**config.mk**
```make
export PLATFORM = sky130hd
export DESIGN_NAME = iq_dac_scheduler
export DESIGN_NICKNAME = d
export VERILOG_FILES = /design/src/rtl/iq_sched_pkg.sv /design/src/rtl/iq_pair_fifo.sv /design/src/rtl/iq_dac_scheduler.sv
export SDC_FILE = /design/constraint.sdc
export NUM_CORES = 1
export LEC_CHECK = 0
export CORE_MARGIN = 8
export CORE_UTILIZATION = 55
export DETAILED_ROUTE_END_ITERATION = 7
export PLACE_DENSITY = 0.72
export SLEW_MARGIN = 15
export SYNTH_ARGS = -nofsm -noshare
export SYNTH_HDL_FRONTEND = slang
export SYNTH_SLANG_ARGS = --single-unit
```
**constraint.sdc**
```tcl
create_clock -name i_Clock -period 3.7 [get_ports i_Clock]
set_input_delay 0.555 -clock i_Clock [delete_from_list [all_inputs] [get_ports i_Clock]]
set_output_delay 0.555 -clock i_Clock [all_outputs]
set_load 0.01 [all_outputs]
```
**src/rtl/iq_sched_pkg.sv**
```systemverilog
`default_nettype none
// ============================================================================
// Module   : iq_sched_pkg
// Brief    : Shared types and constants for the I/Q DAC scheduler.
// Revision : 1.0 - initial release
// ============================================================================
package iq_sched_pkg;

    // Scheduler FSM encoding; 2'd3 is unused and recovers to idle.
    typedef enum logic [1:0] {
        S_IDLE    = 2'd0,
        S_PREFILL = 2'd1,
        S_STREAM  = 2'd2
    } state_t;

    // DAC code driven whenever no sample is being streamed.
    localparam logic [7:0] c_MIDSCALE = 8'h80;

    // One FIFO entry holds {I, Q}.
    localparam int c_PAIR_W = 16;

endpackage
`default_nettype wire

```
**src/rtl/iq_pair_fifo.sv**
```systemverilog
`default_nettype none
// ============================================================================
// Module   : iq_pair_fifo
// Brief    : Synchronous FIFO of {I,Q} pairs with flush and overflow pulse.
//            Pointers carry one extra wrap bit so count = wptr - rptr.
// Revision : 1.0 - initial release
// ============================================================================
module iq_pair_fifo
    import iq_sched_pkg::*;
#(
    parameter int DEPTH = 16,
    parameter int WIDTH = c_PAIR_W
) (
    input  logic                     i_Clock,
    input  logic                     i_Reset_n,
    input  logic                     i_Flush,
    input  logic                     i_Push,
    input  logic [WIDTH-1:0]         i_Push_Data,
    input  logic                     i_Pop,
    output logic [WIDTH-1:0]         o_Pop_Data,
    output logic                     o_Full,
    output logic                     o_Empty,
    output logic [$clog2(DEPTH):0]   o_Count,
    output logic                     o_Overflow
);

    localparam int                c_AW    = $clog2(DEPTH);
    localparam logic [c_AW:0]     c_DEPTH = (c_AW + 1)'(DEPTH);

    logic [WIDTH-1:0] r_mem [DEPTH];
    logic [c_AW:0]    r_wptr;
    logic [c_AW:0]    r_rptr;
    logic             w_wr;
    logic             w_rd;

    assign o_Count    = r_wptr - r_rptr;
    assign o_Full     = (o_Count == c_DEPTH);
    assign o_Empty    = (r_wptr == r_rptr);
    assign o_Pop_Data = r_mem[r_rptr[c_AW-1:0]];

    // A simultaneous pop frees the slot, so a push while full is still taken.
    assign w_wr       = i_Push && !i_Flush && (!o_Full || i_Pop);
    assign w_rd       = i_Pop  && !i_Flush && !o_Empty;
    assign o_Overflow = i_Push && !i_Flush && o_Full && !i_Pop;

    // Storage array; contents are don't-care until written.
    always_ff @(posedge i_Clock) begin
        if (w_wr) begin
            r_mem[r_wptr[c_AW-1:0]] <= i_Push_Data;
        end
    end

    // Read/write pointers; flush empties the FIFO in one cycle.
    always_ff @(posedge i_Clock or negedge i_Reset_n) begin
        if (!i_Reset_n) begin
            r_wptr <= '0;
            r_rptr <= '0;
        end else if (i_Flush) begin
            r_wptr <= '0;
            r_rptr <= '0;
        end else begin
            if (w_wr) r_wptr <= r_wptr + 1'b1;
            if (w_rd) r_rptr <= r_rptr + 1'b1;
        end
    end

endmodule
`default_nettype wire

```
**src/rtl/iq_dac_scheduler.sv**
```systemverilog
`default_nettype none
// ============================================================================
// Module   : iq_dac_scheduler
// Brief    : Pairs UART bytes into I/Q samples, buffers them and releases one
//            pair per sample period to the DACs; mid-scale when idle.
// Revision : 1.0 - initial release
// ============================================================================
module iq_dac_scheduler
    import iq_sched_pkg::*;
#(
    parameter int         CLKS_PER_SAMPLE = 100,
    parameter int         FIFO_DEPTH      = 16,
    parameter int         PREFILL         = 4,
    parameter int         GAP_TIMEOUT     = 1000,
    parameter logic [7:0] MIDSCALE        = c_MIDSCALE
) (
    input  logic                          i_Clock,
    input  logic                          i_Reset_n,
    input  logic                          i_Rx_DV,
    input  logic [7:0]                    i_Rx_Byte,
    input  logic                          i_Enable,
    output logic [7:0]                    o_I_Data,
    output logic [7:0]                    o_Q_Data,
    output logic                          o_Sample_Strobe,
    output logic                          o_Underflow,
    output logic                          o_Overflow,
    output logic [$clog2(FIFO_DEPTH):0]   o_Fill,
    output logic [1:0]                    o_State,
    output logic                          o_I_LED,
    output logic                          o_Q_LED
);

    localparam int                  c_FILL_W    = $clog2(FIFO_DEPTH) + 1;
    localparam logic [c_FILL_W-1:0] c_PREFILL_N = c_FILL_W'(PREFILL);
    localparam logic [15:0]         c_TICK_LAST = 16'(CLKS_PER_SAMPLE - 1);
    localparam logic [15:0]         c_GAP_LAST  = 16'(GAP_TIMEOUT - 1);

    logic                r_en_meta;
    logic                r_en_s;
    logic                r_phase_q;
    logic [7:0]          r_i_byte;
    logic [15:0]         r_gap;
    logic [15:0]         r_tick;
    state_t              r_state;

    logic                w_push;
    logic                w_pop;
    logic                w_flush;
    logic                w_full;
    logic                w_empty;
    logic                w_fifo_ovf;
    logic [c_PAIR_W-1:0] w_head;

    assign w_push  = r_en_s && r_phase_q && i_Rx_DV;
    assign w_pop   = r_en_s && (r_state == S_STREAM) && (r_tick == c_TICK_LAST) && !w_empty;
    // Disable discards everything buffered; the unused encoding flushes too.
    assign w_flush = !r_en_s || (r_state == state_t'(2'd3));
    assign o_State = r_state;

    iq_pair_fifo #(
        .DEPTH (FIFO_DEPTH),
        .WIDTH (c_PAIR_W)
    ) u_fifo (
        .i_Clock     (i_Clock),
        .i_Reset_n   (i_Reset_n),
        .i_Flush     (w_flush),
        .i_Push      (w_push),
        .i_Push_Data ({r_i_byte, i_Rx_Byte}),
        .i_Pop       (w_pop),
        .o_Pop_Data  (w_head),
        .o_Full      (w_full),
        .o_Empty     (w_empty),
        .o_Count     (o_Fill),
        .o_Overflow  (w_fifo_ovf)
    );

    // Two-flop synchroniser for the asynchronous enable level.
    always_ff @(posedge i_Clock or negedge i_Reset_n) begin
        if (!i_Reset_n) begin
            r_en_meta <= 1'b0;
            r_en_s    <= 1'b0;
        end else begin
            r_en_meta <= i_Enable;
            r_en_s    <= r_en_meta;
        end
    end

    // Byte pairing with gap timeout that re-aligns to the I byte.
    always_ff @(posedge i_Clock or negedge i_Reset_n) begin
        if (!i_Reset_n) begin
            r_phase_q <= 1'b0;
            r_i_byte  <= '0;
            r_gap     <= '0;
            o_I_LED   <= 1'b0;
            o_Q_LED   <= 1'b0;
        end else if (!r_en_s) begin
            r_phase_q <= 1'b0;
            r_gap     <= '0;
        end else if (!r_phase_q) begin
            if (i_Rx_DV) begin
                r_i_byte  <= i_Rx_Byte;
                r_phase_q <= 1'b1;
                r_gap     <= '0;
                o_I_LED   <= ~o_I_LED;
            end
        end else if (i_Rx_DV) begin
            r_phase_q <= 1'b0;
            o_Q_LED   <= ~o_Q_LED;
        end else if (r_gap == c_GAP_LAST) begin
            r_phase_q <= 1'b0;
            r_gap     <= '0;
        end else begin
            r_gap <= r_gap + 16'd1;
        end
    end

    // Scheduler FSM: sample-period counter, registered DAC outputs and flags.
    always_ff @(posedge i_Clock or negedge i_Reset_n) begin
        if (!i_Reset_n) begin
            r_state         <= S_IDLE;
            r_tick          <= '0;
            o_I_Data        <= MIDSCALE;
            o_Q_Data        <= MIDSCALE;
            o_Sample_Strobe <= 1'b0;
            o_Underflow     <= 1'b0;
            o_Overflow      <= 1'b0;
        end else begin
            o_Sample_Strobe <= 1'b0;
            if (w_fifo_ovf) o_Overflow <= 1'b1;
            if (!r_en_s) begin
                r_state     <= S_IDLE;
                r_tick      <= '0;
                o_I_Data    <= MIDSCALE;
                o_Q_Data    <= MIDSCALE;
                o_Underflow <= 1'b0;
                o_Overflow  <= 1'b0;
            end else begin
                case (r_state)
                    S_IDLE: begin
                        r_tick   <= '0;
                        o_I_Data <= MIDSCALE;
                        o_Q_Data <= MIDSCALE;
                        r_state  <= S_PREFILL;
                    end
                    S_PREFILL: begin
                        if (o_Fill >= c_PREFILL_N) begin
                            r_state <= S_STREAM;
                            r_tick  <= '0;
                        end
                    end
                    S_STREAM: begin
                        if (r_tick == c_TICK_LAST) begin
                            r_tick          <= '0;
                            o_Sample_Strobe <= 1'b1;
                            if (!w_empty) begin
                                o_I_Data <= w_head[15:8];
                                o_Q_Data <= w_head[7:0];
                            end else begin
                                o_Underflow <= 1'b1;
                                o_I_Data    <= MIDSCALE;
                                o_Q_Data    <= MIDSCALE;
                                r_state     <= S_PREFILL;
                            end
                        end else begin
                            r_tick <= r_tick + 16'd1;
                        end
                    end
                    default: begin
                        r_state  <= S_IDLE;
                        r_tick   <= '0;
                        o_I_Data <= MIDSCALE;
                        o_Q_Data <= MIDSCALE;
                    end
                endcase
            end
        end
    end

    // Full is visible through o_Fill; kept as a named net for debug probing.
    logic w_full_unused;
    assign w_full_unused = w_full;

endmodule
`default_nettype wire

```
# Word-level counts from Yosys, hierarchy flattened
# Memories as Yosys holds them, arrays and structs flattened.
# Cells that the tools add are included.
# Widths: inputs -> output; s select.
# word_totals
reg_bits	76
word_cells	112
ram_bits	256
memories	1
in_bits	12
# op_classes
addsub	5
n_eq_ne	17
magnitude_cmp	1
n_bitwise	3
muxes	42
reduce_logical	27
# memory_table
memory	depth	word_bits	rd	rd_ports_with_merged_regs	write_ports	line_no	text
u_fifo.r_mem	16	16	1	0	1	iq_pair_fifo.sv:30	logic [WIDTH-1:0] r_mem [DEPTH];
# ops
cell	count
$mux 16	8
$mux 8	6
$add 16x1->16 const B	2
$pmux 16 s2	1
$pmux 8 s2	2
$mux 5	4
$eq 16x10->1 const B	1
$eq 16x7->1 const B	1
$mux 1	16
$reduce_and 3->1	4
$logic_and 1x1->1	11
$add 5x1->5 const B	2
$ne 3x2->1 const B	3
$mux 2	4
$ne 2x1->1 const B	4
$ne 3x3->1 const B	2
$pmux 2 s3	1
$eq 5x5->1	1
$eq 5x5->1 const B	1
$ge 5x3->1 const B	1
$logic_not 1->1	5
$sub 5x5->5	1
$eq 2x2->1 const B	2
$reduce_and 2->1	2
6 further kinds	10

# Logic depth before layout (Yosys ltp)
# depth
ltp_word	8
ltp_mapped	11

# Hierarchy
# A second synthesis with hierarchy kept.
# hier_totals
hier_cells	778
hier_area_um2	13528.0
# by_module_without_submodules
mod	seq_area_each_um2	n_inst	area_each_um2	cells_per_inst
iq_pair_fifo	7937.6	1	10485.1	469
iq_dac_scheduler	1654.1	1	3042.9	309

# Worst setup path after synthesis
# No wires, ideal clock.
# synth_timing
path_kind	reg-to-reg
startpoint	register u_fifo.r_rptr[1]
endpoint	memory u_fifo.r_mem[3][0] (netlist bit) (enable)
stages_incl_launch_ff	10
arrival_ps	3487
setup_slack_ps	-196
path_buffers	2
path_cell_list	dfrtp_1 -> buf_2 -> buf_1 -> inv_1 -> fa_1 -> xor2_1 -> nor2_1 -> a31oi_1 -> o21ai_1 -> nor3_1
# synth_via
elab_chain_cells	7
# synth_rtl
item	line_no	text
start: declaration	iq_pair_fifo.sv:32	logic [c_AW:0] r_rptr;
start signal: assignment	iq_pair_fifo.sv:63	if (w_rd) r_rptr <= r_rptr + 1'b1;
$sub 5x5->5	iq_pair_fifo.sv:36	assign o_Count = r_wptr - r_rptr;
via o_Fill[2]	iq_dac_scheduler.sv:27	output logic [$clog2(FIFO_DEPTH):0] o_Fill,
$eq 5x5->1	iq_pair_fifo.sv:37	assign o_Full = (o_Count == c_DEPTH);
$logic_not 1->1	iq_pair_fifo.sv:42	assign w_wr = i_Push && !i_Flush && (!o_Full || i_Pop);
$logic_or 1x1->1	iq_pair_fifo.sv:42	
$logic_and 1x1->1	iq_pair_fifo.sv:42	
$mux 1	iq_pair_fifo.sv:48	if (w_wr) begin
$mux 1 (implied by the code)	iq_pair_fifo.sv:49	r_mem[r_wptr[c_AW-1:0]] <= i_Push_Data;
end: declaration	iq_pair_fifo.sv:30	
# The timed path passes the listed nets, and every way through them passes these cells.

# Worst setup path after layout
# layout_timing
startpoint	register u_fifo.r_wptr[0]
endpoint	output port o_Fill[4]
# layout_via
elab_chain_cells	1
# layout_rtl
item	line_no	text
start: declaration	iq_pair_fifo.sv:31	logic [c_AW:0] r_wptr;
start signal: assignment	iq_pair_fifo.sv:62	if (w_wr) r_wptr <= r_wptr + 1'b1;
$sub 5x5->5	iq_pair_fifo.sv:36	
end: declaration	iq_dac_scheduler.sv:27	
# No other way between the ends.

==> results_dict.tcl <==
set metrics [dict create \
    insertion_delay_ns 0.51 \
    cts_hold_buf 0 \
    grt_pass1_vias 7623 \
    syn_nets 790 \
    syn_to_final_growth_pct 13.98 \
    p_sw_mw 1.716 \
    numPortBuffers 39 \
    slew_viol_final 0 \
    fin_worst_skew_ns 0.01637 \
    grt.total_usage_pct 20.78 \
    pwr-share-comb_pct 3.8 \
    internal_power_mw 6.129 \
    finalCriticalPeriod_ns 3.383 \
    wire_per_inst_um 26.19 \
    tightestPinTransition_ns 1.018 \
    grt_setup_unrepaired "no" \
    gr-total-overflow 0 \
    synthFlopType "edfxtp_1" \
    hold_violations 0 \
    drive_gt1_share_pct 21.29 \
    ys_types 61 \
    power.density_nw_per_um2 505.2 \
    antenna_found_initial 0 \
    placed_cells 1118 \
    cts_num_sinks 332 \
    synthTopCellsByCount "edfxtp_1 (256), mux4_2 (80), dfrtp_1 (74)" \
    finalSetupViolCount 0 \
    maxCapViolations 0 \
    sw_frac_of_total_pct 21.88 \
    async_flop_share_pct 22.89 \
    yosysSeqAreaShare_pct 70.39 \
    worstPathMaxFanout 6 \
    regArea_um2 9597 \
    critical_path_class "flop to primary output" \
    ant_nets 0 \
    slew_headroom_pct 32.15 \
    leakagePower_nw 5.275 \
    h-tree-depth 2 \
    path_depth 8 \
    cpMostUsedCell "inv_1" \
    ys_ff_latch 332 \
    required_ns 3.14 \
    grt_pass1_wl_mm 47.47 \
    setup_tns_ns 0 \
    die_h_um 173.4 \
    synth_cells 766 \
    nets 854 \
    cts_buffer_depth 3 \
    end_kind "primary output" \
    routed_via_density 6.293 \
    pin_count 40 \
    crit_chain "inv_1 > ha_1 > inv_1 > fa_1 > nand3_1 > a21o_1 > and2_1 > clkdlybuf4s50_1" \
    hold_path.class "input pin to async pin" \
    synth_area_um2 13630 \
    start_kind "flop" \
    cts_tree "built" \
    arrival_ns 2.83 \
    clockRootBuffer "clkbuf_16" \
    die_w_um 173.4 \
    drcViolationCount 0 \
    cp.buffers_inverters 3 \
    numCtsBuffers 34 \
    vdd_ir_drop_max_uv 383.7 \
    yosysMostFrequentCell "edfxtp_1" \
    drt-initial-drc-count 740 \
    multi_input_area_um2 3755 \
    core-area_um2 24320 \
    diodes 0 \
    fillers 1649 \
    path_clk_slew_ns 0.06 \
    avgSynthCellArea_um2 17.79 \
    grt_max_degree 77 \
    crit_path_max_incr_delay_ns 0.58 \
    p_clk_share_pct 41.8 \
    status "finished, final reports clean" \
    drt_first_pass_iters 5 \
    synth_warnings 0 \
    std_cell_rows 57 \
    routed_wl_mm 30.88 \
    start_util_pct 56.03 \
    fmax_ghz 0.2956 \
    synth_edf_count 256 \
    gp_congestion 0.8733 \
    p_seq_share_pct 54.4 \
    vias 7420 \
    crit_slowest_cell "clkdlybuf4s50_1" \
    post_cts_resized 0 \
    place_hpwl_mm 19.41 \
    crit_family "buffers and inverters" \
    synth_top_area_share_pct 56.42 \
    yosys.area.top_type "edfxtp_1" \
    cts_setup_buffers 0 \
    die-area_um2 30070 \
    whs_ns 0.2221 \
    ys_top_cells_by_area "edfxtp_1 (56%), dfrtp_1 (14%), mux4_2 (13%)" \
    ff2ff_path_depth 10 \
    fin_crit_sh_pct 91.44 \
    fin_cells 1179 \
]
-- power groups by stage --
stage	registers, mW	clock network [mW]	logic, mW
floorplan	4.28	0	0.148
global placement	4.33	0	0.286
detailed placement	4.34	0	0.296
CTS	4.27	3.34	0.298
global route	4.27	3.49	0.320
finish	4.27	3.28	0.296
-- per-stage QoR --
stage                     area [µm²]  worst slack [ns]  utilization, %  power (mW)
final                          15530            0.3169           63.86       7.845
after detailed placement       14440            0.4388           59.39       4.640
after CTS                      15530            0.2987           63.86       7.908
after floorplan                13630            0.1833               -       4.430
after global routing           15530            0.2067           63.86       8.083
after global placement         14440            0.6219           59.39       4.616
-- state kept, by name (all words and copies together), names as in the netlist, 2 cells and up --
register / cells
r_i_byte: 8
u_fifo.r_rptr: 5
u_fifo.r_mem: 256
o_Q_Data: 8
r_tick: 16
o_State: 2
o_I_Data: 8
u_fifo.r_wptr: 5
r_gap: 16
-- area by class of cell --
cell class	instances	share of cell area, %
sequential	332	61.79
multi-input combinational	371	24.18
clock buffer	42	6.002
timing repair buffer	63	3.738
tap	324	2.610
clock inverter	19	0.9990
inverter	28	0.6768
-- path summary, 6_finish.rpt --
kind	startpoint	endpoint	slack (ns)
worst max register to register	u_fifo.r_wptr[0]	u_fifo.r_mem[11][15]	0.39
max in group asynchronous	i_Reset_n	u_fifo.r_rptr[0]	2.72
worst min-delay path	i_Reset_n	r_gap[15]	0.22
worst max-delay path	u_fifo.r_wptr[0]	o_Fill[4]	0.32
worst min register to register	r_en_meta	r_en_s	0.36
min in group i_Clock	r_en_meta	r_en_s	0.36
-- cell usage in the layout (no fill, tap or decap), drive strengths merged, types with 3 or more instances in the layout --
cell and n:
nand2 38, nor2b 4, o21ai 20, clkdlybuf4s50 38, buf 25, clkinv 11, inv 28, mux2 8
or3 9, o21bai 3, a32o 15, and3 14, mux2i 13, xnor2 5, ha 11, clkinvlp 7
mux4 80, edfxtp 256, clkbuf 42, a21oi 17, a22o 6, dfrtp 74, a22oi 4, xor2 6
nor4 5, nand3 22, nor2 28, nand3b 4, and2 5, nand4 8, a2bb2oi 5, nor3 10
-- routing by layer --
metal	global-route usage [%]	up-vias	wire [µm]
met3	4.335	51	2239
met1	27.90	3880	12560
met2	33.58	296	15190
li1	-	3193	-
met5	0	-	0
met4	6.935	0	895
-- cell families after synthesis --
kind of cell | Yosys count | share of synthesized area, %
mux | 101 | 14.84
flops | 332 | 70.39
simple gates | 157 | 6.015
xor+xnor | 11 | 0.7071
compound gates | 90 | 4.784
buf+inv | 63 | 2.103
fa+ha+maj | 12 | 1.157
(Power assumes the default switching activity.)
